### config.mk
export PLATFORM = sky130hd
export DESIGN_NAME = accel_sum_master_flat
export DESIGN_NICKNAME = d
export VERILOG_FILES = /design/src/rtl/mem_split32_if.sv /design/src/rtl/accel_sum_master.sv /design/src/flat_wrapper.sv
export SDC_FILE = /design/constraint.sdc
export NUM_CORES = 1
export LEC_CHECK = 0
export CAP_MARGIN = 30
export CORE_MARGIN = 3
export CORE_UTILIZATION = 36
export DETAILED_ROUTE_END_ITERATION = 10
export HOLD_SLACK_MARGIN = 0.02
export RECOVER_POWER = 25
export SLEW_MARGIN = 25
export SYNTH_ARGS = -nofsm -noshare
export SYNTH_HDL_FRONTEND = slang
export SYNTH_SLANG_ARGS = --single-unit
### constraint.sdc
create_clock -name clk_i -period 6.1 [get_ports clk_i]
set_clock_uncertainty 0.1 [all_clocks]
set_input_delay 1.525 -clock clk_i [delete_from_list [all_inputs] [get_ports clk_i]]
set_output_delay 1.525 -clock clk_i [all_outputs]
set_load 0.02 [all_outputs]
### src/rtl/mem_split32_if.sv
// Split-transaction 32-bit memory bus: address phase closes on ack, read data returns on resp.
interface mem_split32_if;
    logic        req;
    logic        we;
    logic [31:0] addr;
    logic [3:0]  be;
    logic [31:0] wdata;
    logic        ack;
    logic        resp;
    logic [31:0] rdata;

    modport master (
        output req, we, addr, be, wdata,
        input  ack, resp, rdata
    );

    modport slave (
        input  req, we, addr, be, wdata,
        output ack, resp, rdata
    );
endinterface

### src/rtl/accel_sum_master.sv
// Accelerator engine: on a start edge, reads len words from src, sums them (mod 2**32)
// and writes the sum to dst over a split-transaction bus.
module accel_sum_master #(
    parameter int unsigned LEN_W        = 16,
    parameter int unsigned RESP_TIMEOUT = 255
) (
    input  logic             clk_i,
    input  logic             rst_i,
    mem_split32_if.master    bus,
    input  logic             accel_sw_on_i,
    input  logic             accel_start_i,
    input  logic [31:0]      src_addr_i,
    input  logic [31:0]      dst_addr_i,
    input  logic [LEN_W-1:0] len_i,
    output logic             accel_rdy_o,
    output logic             accel_int_fin_o,
    output logic             err_o,
    output logic [31:0]      result_o
);

    localparam logic [2:0] StOff    = 3'd0;
    localparam logic [2:0] StIdle   = 3'd1;
    localparam logic [2:0] StRdReq  = 3'd2;
    localparam logic [2:0] StRdWait = 3'd3;
    localparam logic [2:0] StWrReq  = 3'd4;
    localparam logic [2:0] StDone   = 3'd5;

    logic [2:0]       state_q, state_d;
    logic             start_q;
    logic [31:0]      src_q, src_d, dst_q, dst_d;
    logic [LEN_W-1:0] len_q, len_d, cnt_q, cnt_d;
    logic [31:0]      acc_q, acc_d;
    logic [31:0]      tmo_q, tmo_d;
    logic             abort_q, abort_d;
    logic             cap_v_q, cap_v_d;
    logic [31:0]      cap_q, cap_d;
    logic             req_q, req_d, we_q, we_d;
    logic [31:0]      addr_q, addr_d, wdata_q, wdata_d;
    logic [3:0]       be_q, be_d;
    logic             err_q, err_d;
    logic [31:0]      result_q, result_d;

    logic             start_edge, abort, rd_valid;
    logic [31:0]      rd_data, acc_sum;
    logic [LEN_W-1:0] cnt_inc;

    always_comb begin
        state_d   = state_q;
        src_d     = src_q;
        dst_d     = dst_q;
        len_d     = len_q;
        cnt_d     = cnt_q;
        acc_d     = acc_q;
        tmo_d     = tmo_q;
        abort_d   = abort_q;
        cap_v_d   = cap_v_q;
        cap_d     = cap_q;
        req_d     = req_q;
        we_d      = we_q;
        addr_d    = addr_q;
        be_d      = be_q;
        wdata_d   = wdata_q;
        err_d     = err_q;
        result_d  = result_q;

        start_edge = accel_start_i & ~start_q;
        abort      = abort_q | ~accel_sw_on_i;
        // A resp that arrived together with ack was captured on the ack cycle.
        rd_valid   = cap_v_q | bus.resp;
        rd_data    = cap_v_q ? cap_q : bus.rdata;
        acc_sum    = acc_q + rd_data;
        cnt_inc    = cnt_q + LEN_W'(1);

        unique case (state_q)
            StOff: begin
                abort_d = 1'b0;
                if (accel_sw_on_i) state_d = StIdle;
            end
            StIdle: begin
                abort_d = 1'b0;
                if (!accel_sw_on_i) begin
                    state_d = StOff;
                end else if (start_edge) begin
                    src_d = src_addr_i;
                    dst_d = dst_addr_i;
                    len_d = len_i;
                    acc_d = '0;
                    cnt_d = '0;
                    err_d = 1'b0;
                    req_d = 1'b1;
                    be_d  = 4'hF;
                    if (len_i == '0) begin
                        we_d    = 1'b1;
                        addr_d  = dst_addr_i;
                        wdata_d = '0;
                        state_d = StWrReq;
                    end else begin
                        we_d    = 1'b0;
                        addr_d  = src_addr_i;
                        state_d = StRdReq;
                    end
                end
            end
            StRdReq: begin
                if (!accel_sw_on_i) abort_d = 1'b1;
                if (bus.ack) begin
                    req_d   = 1'b0;
                    tmo_d   = '0;
                    cap_v_d = bus.resp;
                    cap_d   = bus.rdata;
                    state_d = StRdWait;
                end
            end
            StRdWait: begin
                if (!accel_sw_on_i) abort_d = 1'b1;
                cap_v_d = 1'b0;
                if (rd_valid) begin
                    acc_d = acc_sum;
                    cnt_d = cnt_inc;
                    if (abort) begin
                        state_d = StOff;
                    end else if (cnt_inc == len_q) begin
                        req_d   = 1'b1;
                        we_d    = 1'b1;
                        addr_d  = dst_q;
                        wdata_d = acc_sum;
                        state_d = StWrReq;
                    end else begin
                        req_d   = 1'b1;
                        we_d    = 1'b0;
                        addr_d  = src_q + (32'(cnt_inc) << 2);
                        state_d = StRdReq;
                    end
                end else if (RESP_TIMEOUT != 0 && tmo_q == RESP_TIMEOUT - 1) begin
                    err_d   = 1'b1;
                    state_d = abort ? StOff : StDone;
                end else begin
                    tmo_d = tmo_q + 32'd1;
                end
            end
            StWrReq: begin
                if (!accel_sw_on_i) abort_d = 1'b1;
                if (bus.ack) begin
                    req_d = 1'b0;
                    if (abort) begin
                        state_d = StOff;
                    end else begin
                        result_d = acc_q;
                        state_d  = StDone;
                    end
                end
            end
            StDone: begin
                state_d = accel_sw_on_i ? StIdle : StOff;
            end
            default: state_d = StOff;
        endcase
    end

    always_ff @(posedge clk_i) begin
        if (rst_i) begin
            state_q  <= StOff;
            start_q  <= 1'b0;
            src_q    <= '0;
            dst_q    <= '0;
            len_q    <= '0;
            cnt_q    <= '0;
            acc_q    <= '0;
            tmo_q    <= '0;
            abort_q  <= 1'b0;
            cap_v_q  <= 1'b0;
            cap_q    <= '0;
            req_q    <= 1'b0;
            we_q     <= 1'b0;
            addr_q   <= '0;
            be_q     <= '0;
            wdata_q  <= '0;
            err_q    <= 1'b0;
            result_q <= '0;
        end else begin
            state_q  <= state_d;
            start_q  <= accel_start_i;
            src_q    <= src_d;
            dst_q    <= dst_d;
            len_q    <= len_d;
            cnt_q    <= cnt_d;
            acc_q    <= acc_d;
            tmo_q    <= tmo_d;
            abort_q  <= abort_d;
            cap_v_q  <= cap_v_d;
            cap_q    <= cap_d;
            req_q    <= req_d;
            we_q     <= we_d;
            addr_q   <= addr_d;
            be_q     <= be_d;
            wdata_q  <= wdata_d;
            err_q    <= err_d;
            result_q <= result_d;
        end
    end

    assign bus.req         = req_q;
    assign bus.we          = we_q;
    assign bus.addr        = addr_q;
    assign bus.be          = be_q;
    assign bus.wdata       = wdata_q;
    assign accel_rdy_o     = (state_q == StIdle);
    assign accel_int_fin_o = (state_q == StDone);
    assign err_o           = err_q;
    assign result_o        = result_q;

endmodule

### src/flat_wrapper.sv
// flat-port wrapper written by rule: the top's interface ports become plain ports
module accel_sum_master_flat 
#(
    parameter int unsigned LEN_W        = 16,
    parameter int unsigned RESP_TIMEOUT = 255
)
  (clk_i, rst_i, accel_sw_on_i, accel_start_i, src_addr_i, dst_addr_i, len_i, accel_rdy_o, accel_int_fin_o, err_o, result_o, bus_req, bus_we, bus_addr, bus_be, bus_wdata, bus_ack, bus_resp, bus_rdata);
  mem_split32_if bus_i ();
  input  logic clk_i;
  input  logic rst_i;
  input  logic accel_sw_on_i;
  input  logic accel_start_i;
  input  logic [31:0] src_addr_i;
  input  logic [31:0] dst_addr_i;
  input  logic [LEN_W-1:0] len_i;
  output logic accel_rdy_o;
  output logic accel_int_fin_o;
  output logic err_o;
  output logic [31:0] result_o;
  output wire logic [$bits(bus_i.req)-1:0] bus_req;
  output wire logic [$bits(bus_i.we)-1:0] bus_we;
  output wire logic [$bits(bus_i.addr)-1:0] bus_addr;
  output wire logic [$bits(bus_i.be)-1:0] bus_be;
  output wire logic [$bits(bus_i.wdata)-1:0] bus_wdata;
  input wire logic [$bits(bus_i.ack)-1:0] bus_ack;
  input wire logic [$bits(bus_i.resp)-1:0] bus_resp;
  input wire logic [$bits(bus_i.rdata)-1:0] bus_rdata;
  assign bus_req = bus_i.req;
  assign bus_we = bus_i.we;
  assign bus_addr = bus_i.addr;
  assign bus_be = bus_i.be;
  assign bus_wdata = bus_i.wdata;
  assign bus_i.ack = bus_ack;
  assign bus_i.resp = bus_resp;
  assign bus_i.rdata = bus_rdata;
  accel_sum_master #(.LEN_W(LEN_W), .RESP_TIMEOUT(RESP_TIMEOUT)) u_core (.clk_i(clk_i), .rst_i(rst_i), .bus(bus_i), .accel_sw_on_i(accel_sw_on_i), .accel_start_i(accel_start_i), .src_addr_i(src_addr_i), .dst_addr_i(dst_addr_i), .len_i(len_i), .accel_rdy_o(accel_rdy_o), .accel_int_fin_o(accel_int_fin_o), .err_o(err_o), .result_o(result_o));
endmodule
# Word-level counts from Yosys, hierarchy flattened
# Index checks and enable logic that the tools add are counted.
[op_classes]
addsub = 4
n_mul = 0
n_div = 0
magnitude_cmp = 0
eq_ne = 23
shift = 0
n_mux = 62
bitwise = 6
reduce_logical = 21
[op_table]
columns = ["cell", "count"]
rows = [
  ["$mux W32", 19],
  ["$pmux W32 S2", 4],
  ["$mux W16", 3],
  ["$mux W3", 11],
  ["$add A32 B1 Y32 const B", 1],
  ["$add A32 B18 Y32", 1],
  ["$add A32 B32 Y32", 1],
  ["$eq A32 B8 Y1 const B", 1],
  ["$pmux W16 S2", 1],
  ["$mux W1", 18],
  ["$pmux W3 S6", 1],
  ["$add A16 B1 Y16 const B", 1],
  ["$eq A16 B16 Y1", 1],
  ["$logic_not A16 Y1", 1],
  ["$ne A2 B2 Y1 const B", 8],
  ["$reduce_and A5 Y1", 3],
  ["$ne A2 B1 Y1 const B", 6],
  ["$pmux W1 S2", 4],
  ["$reduce_and A4 Y1", 2],
  ["$reduce_and A7 Y1", 1],
  ["$eq A3 B2 Y1 const B", 2],
  ["$eq A3 B3 Y1 const B", 2],
  ["$reduce_and A2 Y1", 3],
  ["$reduce_and A3 Y1", 2],
  ["13 further kinds", 19],
]
[totals]
regBits = 298
latch_bits = 0
ramBits = 0
rom_bits = 0
inputBits = 118
out_inout_bits = 105
elab_cells = 134
mem_count = 0

# Longest topological paths before layout
[logic_depth]
depth_word = 6
depth_mapped = 16
mapped_depth_nobuf = 14

# Least setup slack after synthesis
# Ideal clock, no wire load.
[synth_timing]
path_kind = "input to register"
start = "input bus_rdata[0]"
end = "register u_core.wdata_q[28] (netlist: u_core.bus.wdata[28])"
setup_ns = 0.070
arrival_ns = 4.114
required_ns = 5.930
slack_ns = 1.816
stages = 12
n_path_buf = 0
cell_sequence = "mux2_2 > ha_1 > fa_1 > a211o_1 > o211ai_1 > a21oi_1 > a31o_2 > a221oi_1 > o31ai_1 > xnor2_1 > nand3_1 > a21oi_1"
[synth_between]
elab_chain_len = 6
[synth_lines]
columns = ["element", "line", "rtl"]
rows = [
  ["from (decl)", "flat_wrapper.sv:27", "input wire logic [$bits(bus_i.rdata)-1:0] bus_rdata;"],
  ["$mux W32", "accel_sum_master.sv:70", "rd_data = cap_v_q ? cap_q : bus.rdata;"],
  ["$add A32 B32 Y32", "accel_sum_master.sv:71", "acc_sum = acc_q + rd_data;"],
  ["$mux W32", "accel_sum_master.sv:122", "end else if (cnt_inc == len_q) begin"],
  ["$mux W32", "accel_sum_master.sv:120", "if (abort) begin"],
  ["$mux W32", "accel_sum_master.sv:117", "if (rd_valid) begin"],
  ["$pmux W32 S2", "accel_sum_master.sv:74", "unique case (state_q)"],
  ["to (signal assigned)", "accel_sum_master.sv:196", "wdata_q <= wdata_d;"],
  ["to (decl)", "accel_sum_master.sv:38", "logic [31:0] addr_q, addr_d, wdata_q, wdata_d;"],
]
# Every way passes these cells. The select of a mux whose other input is x is not followed.
# A chain may end at the register's enable or synchronous reset.

# Worst setup path after layout
[layout_timing]
start = "input rst_i"
end = "register u_core.cnt_q[14]"
[layout_rtl]
columns = ["element", "line", "rtl"]
rows = [
  ["from (decl)", "flat_wrapper.sv:10", "input logic rst_i;"],
  ["to (signal assigned)", "accel_sum_master.sv:186", "cnt_q <= cnt_d;"],
  ["to (decl)", "accel_sum_master.sv:31", "logic [LEN_W-1:0] len_q, len_d, cnt_q, cnt_d;"],
]
# No word-level cell between the ends.

==> results.toml <==
[global_route]
grt_antenna_before_repair = 1
grt_pass1_vias = 14300
first_pass_grt_wire_length_mm = 78.9
grt_overflow = 0
largest_net_degree_at_the_start_of_global_routing = 114
grt_usage = 0.210

[synthesis]
ys_seq_elements = 298
library_cells_used_by_synthesis = 75
synthesis.yosys.warnings = 0
async_reset_ff_frac = 0
syn_avg_cell_area_sq_um = 7.81
syn-num-nets = 2173
mappedNetlistArea_sq_um = 15600
synth-edff-count = 0
gate_count_of_the_mapped_netlist = 2002
dominantRegCellSynth = "sky130_fd_sc_hd__dfxtp_1"
seq_area_frac_synth = 0.382

[detailed_routing]
route.met2.wl_mm = 22.6
drt-pass1-iter-count = 6
final_antenna_net_count = 0
met3_length_mm = 3.10
wl_mm = 50.0
wire_per_inst_um = 18.1
routedLengthMet1_mm = 23.0
dr.first_iter.drc_count = 1023
detail_route.vias_per_cell = 5.37
drcViolationCount = 0
via_count = 14800
top_signal_layer_used = "met4"

[sta]
fmax_mhz = 191
timing.max_slew.rel_slack = -0.727
setup_viol = 0
whs_ns = 0.349
report.final.slew_viol_count = 280
setup_slack_ns = 0.876
slew_of_the_pin_with_the_lowest_slew_margin_ns = 2.59
final.period_utilization = 0.856
grt_setup_unrepaired = "no"
setup-tns-final_ns = 0
hold_viol_final = 0
period_minus_slack_ns = 5.22

[placed_design]
io_buffer_count = 222
placed_cells = 2693
placement.setup.worst_slack_ns = 0.805
detailedPlacementHpwl_mm = 34.6
place_congestion = 0.891

[worst_setup_path]
worst_reg_to_reg_cells = 13
worst_setup_path_endpoint = "u_core.cnt_q[14]"
r2r_slack_ns = 1.47
critical_path_start_type = "input pin"
worst_ep_required_time_ns = 6.32
worst_r2r_endpoint = "u_core.bus.addr[28]"
path_class = "input pin to register"
critical_path.startpoint = "rst_i"
worst-path-max-fanout = 113
arrival_ns = 5.45
r2r-start = "u_core.cnt_q[0]"
crit_path_end_kind = "register"

[layout]
final_net_count = 2327
layout.filler_cells = 4273
area_of_combinational_cells_with_multiple_inputs_sq_um = 9060
layout.cells.most_common_list = "sky130_fd_sc_hd__nand2_1 (468), sky130_fd_sc_hd__a21oi_1 (299), sky130_fd_sc_hd__dfxtp_1 (298), sky130_fd_sc_hd__clkdlybuf4s50_1 (188), sky130_fd_sc_hd__nor2_1 (117)"
area_growth_pct = 24.8
utilization = 0.460
post_layout_nonfiller_instances = 2761
seq_area_sq_um = 5970
layout_commonest_cell = "sky130_fd_sc_hd__nand2_1"
layout-drive-gt1-share = 0.0724

[cts]
cts_made_buffers = 36
clock_insertion_delay_worst_skew_ns = 0.54
clock_tree.buffer_depth = 3
holdBufCountCts = 0
clk_transition_reported_paths_ns = 0.06
cts.sink_count = 298
postCtsSetupBuffers = 0
ctsRootBufferMaster = "sky130_fd_sc_hd__clkbuf_16"
tritoncts = "built"
cts_max_level = 2
cts-resized-gates = 0

[floorplanning]
fp.dieArea_sq_um = 46000
floorplan.rows = 75
x_dimension_of_the_die_um = 214
core_area_sq_um = 42400
die_y_um = 214
initial_utilization = 0.369
ios = 223

[status]
violated_checks = "capacitance limit, slew limit"
run_status = "complete, but fails checks"

[flow_run]
cap_viol_max_count = 4

[worst_hold_path]
min-delay-path-class = "register to register"
hold_depth = 2

[pwr]
power_density_nw_per_um2 = 238
leakage_nw = 7.30
worst_supply_voltage_drop_on_vdd_mv = 0.265
state kept, by name, indices dropped and copies added (netlist names):
name and flops:
u_core.abort_q 1, u_core.acc_q 32, u_core.bus.addr 32, u_core.bus.be 1, u_core.bus.req 1, u_core.bus.wdata 32, u_core.bus.we 1, u_core.cap_q 32
u_core.cap_v_q 1, u_core.cnt_q 16, u_core.dst_q 32, u_core.err_o 1, u_core.len_q 16, u_core.result_o 32, u_core.src_q 32, u_core.start_q 1
u_core.state_q 3, u_core.tmo_q 32
where the power goes:
| group | internal, mW | switching [mW] |
|---|---|---|
| sequential | 1.98 | 0.0234 |
| clock | 1.34 | 0.860 |
| combinational | 0.184 | 0.258 |
| total | 3.50 | 1.14 |
cells in the mapped netlist, types with 40 or more instances:
| cell type | count | share of area |
|---|---|---|
| sky130_fd_sc_hd__mux2i_1 | 41 | 0.026 |
| sky130_fd_sc_hd__dfxtp_1 | 298 | 0.38 |
| sky130_fd_sc_hd__xor2_1 | 49 | 0.027 |
| sky130_fd_sc_hd__clkbuf_1 | 105 | 0.025 |
| sky130_fd_sc_hd__o21ai_0 | 56 | 0.018 |
| sky130_fd_sc_hd__mux2_2 | 43 | 0.031 |
| sky130_fd_sc_hd__xnor2_1 | 40 | 0.022 |
| sky130_fd_sc_hd__ha_1 | 51 | 0.041 |
| sky130_fd_sc_hd__nand2_1 | 468 | 0.11 |
| sky130_fd_sc_hd__nand3_1 | 56 | 0.018 |
| sky130_fd_sc_hd__a21oi_1 | 300 | 0.096 |
| sky130_fd_sc_hd__nor2_1 | 120 | 0.029 |
worst max-delay path, stage by stage:
cell and delay, ns:
sky130_fd_sc_hd__clkbuf_2 1.80, sky130_fd_sc_hd__clkbuf_1 1.93, sky130_fd_sc_hd__nor2_1 0.13
cell type report:
class	instances	area share
well taps	577	0.0370
multi-input cells	1544	0.465
repair buffers	250	0.125
flip-flops and latches	298	0.306
diodes	1	0.000128
inverters	26	0.00500
clock buffers	51	0.0543
clock inverters	14	0.00814
routing by layer:
metal,GRT usage,vias to the layer above
li1,-,7297
met1,0.285,7024
met2,0.335,414
met3,0.0445,87
met4,0.0670,0
met5,0,-
per-stage QoR:
stage,power (mW),area (sq um)
3_3_place_gp,2.48,18300
4_1_cts,4.71,19500
5_1_grt,4.84,19500
6_report,4.64,19500
3_5_place_dp,2.49,18300
2_1_floorplan,2.28,15600
how the worst min path moves through the flow:
| stage | slack (ns) | startpoint | end |
|---|---|---|---|
| finish | 0.35 | u_core.bus.wdata[15] | u_core.bus.wdata[15] |
| global route | 0.37 | u_core.cap_q[4] | u_core.cap_q[4] |
| CTS | 0.35 | u_core.bus.addr[13] | u_core.bus.addr[13] |
| detailed placement | 0.34 | u_core.cap_q[7] | u_core.cap_q[7] |
| global placement | 0.34 | u_core.cap_q[24] | u_core.cap_q[24] |
| floorplan | 0.33 | u_core.dst_q[16] | u_core.dst_q[16] |
kinds of logic (layout without fill, tap and decap cells):
family	Yosys count	after routing	share of synthesized area
AND/OR/NAND/NOR	803	803	0.225
AO/OA/AOI/OAI	507	507	0.193
flip-flops	298	298	0.382
buffers and inverters	160	341	0.0413
XOR/XNOR	94	94	0.0568
multiplexers	87	87	0.0594
adder cells (fa/ha/maj)	53	53	0.0434
other	0	1	0
Note: power is estimated with default switching activity, not from simulation.
